[config.mk]
export PLATFORM = sky130hd
export DESIGN_NAME = pack_fifo
export DESIGN_NICKNAME = d
export VERILOG_FILES = /design/src/rtl/pack_fifo_pkg.sv /design/src/rtl/pack_fifo_byte_packer.sv /design/src/rtl/pack_fifo.sv
export SDC_FILE = /design/constraint.sdc
export NUM_CORES = 1
export LEC_CHECK = 0
export BUFFER_PORTS_ARGS = -buffer_cell sky130_fd_sc_hd__buf_2
export CORE_ASPECT_RATIO = 0.9
export CORE_MARGIN = 1
export CORE_UTILIZATION = 61
export DETAILED_ROUTE_END_ITERATION = 7
export HOLD_SLACK_MARGIN = 0.05
export PLACE_DENSITY = 0.82
export SLEW_MARGIN = 20
export SYNTH_ARGS = -nofsm -noshare
export SYNTH_HDL_FRONTEND = slang
export SYNTH_SLANG_ARGS = --single-unit
[constraint.sdc]
create_clock -name clk -period 7.2 [get_ports clk]
set_input_delay 0.72 -clock clk [delete_from_list [all_inputs] [get_ports clk]]
set_output_delay 0.72 -clock clk [all_outputs]
set_load 0.02 [all_outputs]
[src/rtl/pack_fifo_pkg.sv]
// Shared defaults and helpers for the pack_fifo byte-to-word FIFO.
package pack_fifo_pkg;

  localparam int DATA_W_D = 8;
  localparam int LANES_D  = 15;
  localparam int DEPTH_D  = 4;

  function automatic int lane_cnt_w(input int lanes);
    return $clog2(lanes + 1);
  endfunction

endpackage

[src/rtl/pack_fifo_byte_packer.sv]
// byte_packer: collects bytes MS-lane first into a word and requests a push
// when the word completes or a flush hits a non-empty packer.
module byte_packer
  import pack_fifo_pkg::*;
#(
  parameter int DATA_W = DATA_W_D,
  parameter int LANES  = LANES_D,
  parameter int LCW    = lane_cnt_w(LANES)
) (
  input  logic                     clk,
  input  logic                     rst,
  input  logic [DATA_W-1:0]        wdata,
  input  logic                     winc,
  input  logic                     flush,
  input  logic                     room,
  output logic                     full,
  output logic                     push,
  output logic [DATA_W*LANES-1:0]  push_data,
  output logic [LCW-1:0]           push_lanes
);

  localparam int W = DATA_W * LANES;
  localparam logic [LCW-1:0] LAST = LCW'(LANES - 1);

  logic [W-1:0]   shreg;
  logic [W-1:0]   merged;
  logic [LCW-1:0] lane_cnt;
  logic           accept;
  int             slot;

  always_comb begin
    full       = !room && (lane_cnt == LAST);
    accept     = winc && !full;
    slot       = (LANES - 1 - int'(lane_cnt)) * DATA_W;
    merged     = shreg;
    if (accept) merged[slot +: DATA_W] = wdata;
    push_lanes = accept ? lane_cnt + LCW'(1) : lane_cnt;
    // A byte that completes the word pushes by itself; a flush only adds a push when there is room.
    push       = (accept && lane_cnt == LAST) || (flush && room && push_lanes != '0);
    push_data  = merged;
  end

  always_ff @(posedge clk or negedge rst) begin
    if (!rst) begin
      shreg    <= '0;
      lane_cnt <= '0;
    end else if (push) begin
      shreg    <= '0;
      lane_cnt <= '0;
    end else if (accept) begin
      shreg    <= merged;
      lane_cnt <= lane_cnt + LCW'(1);
    end
  end

endmodule

[src/rtl/pack_fifo.sv]
// pack_fifo: packs a byte stream into LANES-byte words and buffers DEPTH words show-ahead.
// Optional almost_full flag enabled by defining PACK_FIFO_ALMOST_FULL_EN.
module pack_fifo
  import pack_fifo_pkg::*;
#(
  parameter int DATA_W    = DATA_W_D,
  parameter int LANES     = LANES_D,
  parameter int DEPTH     = DEPTH_D,
  parameter int AF_THRESH = 3
) (
  input  logic                           clk,
  input  logic                           rst,
  input  logic [DATA_W-1:0]              wdata,
  input  logic                           winc,
  input  logic                           flush,
  input  logic                           rinc,
  input  logic                           clr_err,
  output logic [DATA_W*LANES-1:0]        data_out,
  output logic [lane_cnt_w(LANES)-1:0]   lanes_valid,
  output logic                           full,
  output logic                           empty,
  output logic                           almost_full,
  output logic                           overflow,
  output logic                           underflow
);

  localparam int W   = DATA_W * LANES;
  localparam int LCW = lane_cnt_w(LANES);
  localparam int PW  = $clog2(DEPTH);
  localparam int CW  = $clog2(DEPTH + 1);
  localparam logic [CW-1:0] DEPTH_C = CW'(DEPTH);

  if (DEPTH < 2 || (DEPTH & (DEPTH - 1)) != 0) begin : g_bad_depth
    $error("pack_fifo: DEPTH must be a power of 2 and at least 2");
  end
  if (AF_THRESH < 1 || AF_THRESH > DEPTH) begin : g_bad_thresh
    $error("pack_fifo: AF_THRESH must be within 1..DEPTH");
  end

  // Handshake: winc is a strobe taken whenever full is low (dropped and flagged otherwise);
  // rinc pops the head when empty is low (ignored and flagged otherwise).
  logic [W-1:0]   mem_data  [DEPTH];
  logic [LCW-1:0] mem_lanes [DEPTH];
  logic [PW-1:0]  wr_ptr, rd_ptr;
  logic [CW-1:0]  count, count_nxt;
  logic           empty_q;
  logic           push, pop;
  logic [W-1:0]   push_data;
  logic [LCW-1:0] push_lanes;

  byte_packer #(.DATA_W(DATA_W), .LANES(LANES), .LCW(LCW)) u_packer (
    .clk        (clk),
    .rst        (rst),
    .wdata      (wdata),
    .winc       (winc),
    .flush      (flush),
    .room       (count != DEPTH_C),
    .full       (full),
    .push       (push),
    .push_data  (push_data),
    .push_lanes (push_lanes)
  );

  always_comb begin
    pop       = rinc && !empty_q;
    count_nxt = count;
    case ({push, pop})
      2'b10:   count_nxt = count + CW'(1);
      2'b01:   count_nxt = count - CW'(1);
      default: count_nxt = count;
    endcase
  end

  always_ff @(posedge clk) begin
    if (push) begin
      mem_data[wr_ptr]  <= push_data;
      mem_lanes[wr_ptr] <= push_lanes;
    end
  end

  always_ff @(posedge clk or negedge rst) begin
    if (!rst) begin
      wr_ptr    <= '0;
      rd_ptr    <= '0;
      count     <= '0;
      empty_q   <= 1'b1;
      overflow  <= 1'b0;
      underflow <= 1'b0;
    end else begin
      if (push) wr_ptr <= wr_ptr + PW'(1);
      if (pop)  rd_ptr <= rd_ptr + PW'(1);
      count   <= count_nxt;
      empty_q <= (count_nxt == '0);
      // Set beats clear when an error lands in the same cycle as clr_err.
      if (winc && full)       overflow <= 1'b1;
      else if (clr_err)       overflow <= 1'b0;
      if (rinc && empty_q)    underflow <= 1'b1;
      else if (clr_err)       underflow <= 1'b0;
    end
  end

`ifdef PACK_FIFO_ALMOST_FULL_EN
  localparam logic [CW-1:0] AF_C = CW'(AF_THRESH);
  logic af_q;
  always_ff @(posedge clk or negedge rst) begin
    if (!rst) af_q <= 1'b0;
    else      af_q <= (count_nxt >= AF_C);
  end
  assign almost_full = af_q;
`else
  assign almost_full = 1'b0;
`endif

  assign empty       = empty_q;
  assign data_out    = empty_q ? '0 : mem_data[rd_ptr];
  assign lanes_valid = empty_q ? '0 : mem_lanes[rd_ptr];

endmodule

==> results.cfg <==
[placement]
port-buffer-count = 141
dpl_worst_slack_ps = 2077
dp.cells = 2230
dp_hpwl_um = 34350
place_area_mm2 = 0.02696
place_congestion = 0.9020

[sta]
fin_setup_tns_ps = 0
slew_headroom_pct = 27.54
post-route-period-util_pct = 74.36
rsz0062_at_grt = no
hold_viol = 0
fin_skew_ps = 24.18
fmax_ghz = 0.1868
post-route-min-period_ps = 5354
worst_pin_slew_ps = 1083
finalSetupViolations = 0
setup_ws_ps = 1846
drv_slew = 0

[synth]
syn-num-nets = 1651
async_flop_share_pct = 21.27
synthMuxAreaShare_pct = 11.43
synthAdderAreaFrac_pct = 0.6596
syn_area_per_cell_um2 = 15.89
seq_area_frac_synth_pct = 70.74
synth_simple_gate_area_share_pct = 10.40
synth_xor_area_share_pct = 0.4996
synth_compound_area_share_pct = 4.418
synth_top_family_by_area = multiplexers
ys.flop_type = edfxtp_1
syn_area_mm2 = 0.02580
synthCells = 1624
synth-seq-cells = 630
yosysUniqueCellTypes = 54
synth_edf_count = 496
ys_warn_count = 0

[floorplan]
start_util_pct = 61.79
rows = 71
die_h_um = 197.1
die_w_um = 218.8
io_pins = 143
coreArea_mm2 = 0.04175
die_area_mm2 = 0.04312

[cts]
insertion_delay_ps = 620
cts-resized-gates = 0
postCtsSetupBuffers = 0
htreeDepth = 2
cts_tree = yes
clock_path_buffers = 3
hold_buffers = 1
numCtsBuffers = 59
clock_sinks = 630
clk_pin_slew_ps = 60
cts_root_buffer = clkbuf_16

[route]
wl_per_cell_um = 24.26
wl_met3_um = 5646
drt_wl_total_um = 56920
final_antenna_net_count = 0
wl_met2_um = 27460
wl_met1_um = 22160
first_pass_iters = 8
drt_iter0_drc = 1619
vias = 14750
routed.top_layer = met4
route.detailed.drc = 0
vias_per_cell = 6.285

[critical_path]
setup.worst_path.end_class = flop
required_ps = 7530
crit_path_start_kind = flop
cp_max_fo = 24
arrival_ps = 5680
critPathKind = flop to flop

[global_routing]
overflow = 0
antenna_found_initial = 2
track_usage_pct = 27.28
grt_max_degree = 84
grt_pass1_vias = 14600
grt_pass1_wl_um = 86900

[cells_and_area]
multiInputGateArea_mm2 = 0.007101
final_nets = 1773
regArea_mm2 = 0.01826
fillCellCount = 2625
syn_to_final_growth_pct = 12.02
fin_cells = 2346
drive_above_1_share_pct = 23.37
stdcell_area_mm2 = 0.02890

[pwr]
power_density_mw_per_mm2 = 412.4
vdd_drop_max_mv = 0.3244
p_leak_nw = 10.75
p_total_w = 0.01192

[min_path]
hold_class = input pin to flop

[status]
status = finished, final reports clean

[job]
cap_viol_max_count = 0
## worst paths after layout
| check | start | endpoint | slack (ps) | cells past startpoint |
|---|---|---|---|---|
| max | u_packer.lane_cnt[0] | mem_data[1][78] | 1850 | 11 |
| min in group asynchronous | rst | underflow | 630 | 2 |
| max reg2reg | u_packer.lane_cnt[0] | mem_data[1][78] | 1850 | 11 |
| max in group asynchronous | rst | u_packer.shreg[65] | 5400 | 3 |
| min | clr_err | overflow | 310 | 2 |
| min reg2reg | count[2] | count[2] | 490 | 1 |
## cells in the final DEF, fill, tap and decap left out, drive strengths merged, types with 27 or more instances in the layout
| master | synthesis | final |
|---|---|---|
| edfxtp | 496 | 496 |
| nand2 | 213 | 213 |
| buf | 36 | 164 |
| nor2b | 135 | 135 |
| dfrtp | 133 | 133 |
| mux4 | 124 | 124 |
| o21ai | 95 | 95 |
| clkbuf | 68 | 79 |
| nand3 | 59 | 59 |
| a21oi | 47 | 47 |
| o31ai | 27 | 27 |
| or2 | 27 | 27 |
## where the power goes
part	switching, W	internal (W)	leakage [nW]
registers	0.000261	0.00466	6.57
clock network	0.00131	0.00172	0.939
logic	0.00249	0.00148	3.24
total	0.00405	0.00786	10.7
## per-layer routing
layer  global-route usage, %  up-vias
li1                        -     6379
met1                   37.64     7528
met3                   6.975      116
met4                   9.825        0
met5                       0        -
met2                   42.71      722
## cells in the mapped netlist, drive strengths merged, types with 2 or more instances
library cell | number | area [µm²]
mux2 | 12 | 146.4
or2 | 27 | 168.9
nand2b | 16 | 100.1
ha | 12 | 150.1
nor2 | 19 | 71.32
edfxtp | 496 | 14890
clkbuf | 68 | 256.5
dfrtp | 133 | 3328
a32o | 17 | 170.2
mux4 | 124 | 2793
o21ai | 95 | 483.0
xnor2 | 6 | 60.06
nor2b | 135 | 844.6
inv | 12 | 45.04
and2 | 14 | 87.58
buf | 36 | 172.7
and4 | 4 | 35.03
or3b | 2 | 17.52
nand4 | 17 | 125.1
nor3 | 4 | 25.02
nand3 | 59 | 295.3
nor4bb | 4 | 40.04
and3 | 4 | 25.02
o31ai | 27 | 202.7
xor2 | 7 | 68.82
a21oi | 47 | 235.2
o2bb2ai | 3 | 26.28
nand2 | 213 | 799.5
## worst max-delay path, stage by stage (launching register included)
cell	delay (ps)
dfrtp_1	530
inv_1	100
ha_1	380
or2_0	360
nor2_1	160
nand2_1	90
inv_1	90
ha_1	420
or3b_2	590
nor3_2	560
nand4_1	880
o21ai_0	890
## layout make-up
class,count,share of cell area (%)
Multi-Input combinational cell,878,24.57
Inverter,12,0.1559
Clock inverter,33,0.9871
Sequential cell,630,63.19
Clock buffer,79,5.581
Antenna cell,2,0.01732
Tap cell,547,2.368
Timing Repair Buffer,165,3.135
## kinds of logic after synthesis
group                      count (synthesis)
DFF                                      630
and+or+nand+nor                          522
AOI/OAI and AO/OA                        192
muxes                                    137
buffers and inverters                    116
adders and majority gates                 13
xor gates and xnor gates                  13
other                                      1
## state kept, by name, summed over array words and instances (netlist names), 2 cells and up
register           cells
count                  3
mem_data             480
mem_lanes             16
rd_ptr                 2
u_packer.lane_cnt      4
u_packer.shreg       120
wr_ptr                 2
## metrics by stage
| stage | hold WS, ps | utilization, % |
|---|---|---|
| floorplan | 424.4 | - |
| detailed placement | 474.7 | 64.58 |
| CTS | 278.6 | 69.15 |
| global route | 314.5 | 69.20 |
| finish | 305.8 | 69.21 |
| global placement | 468.6 | 64.58 |
No activity file was read; power rests on OpenSTA's default activity.
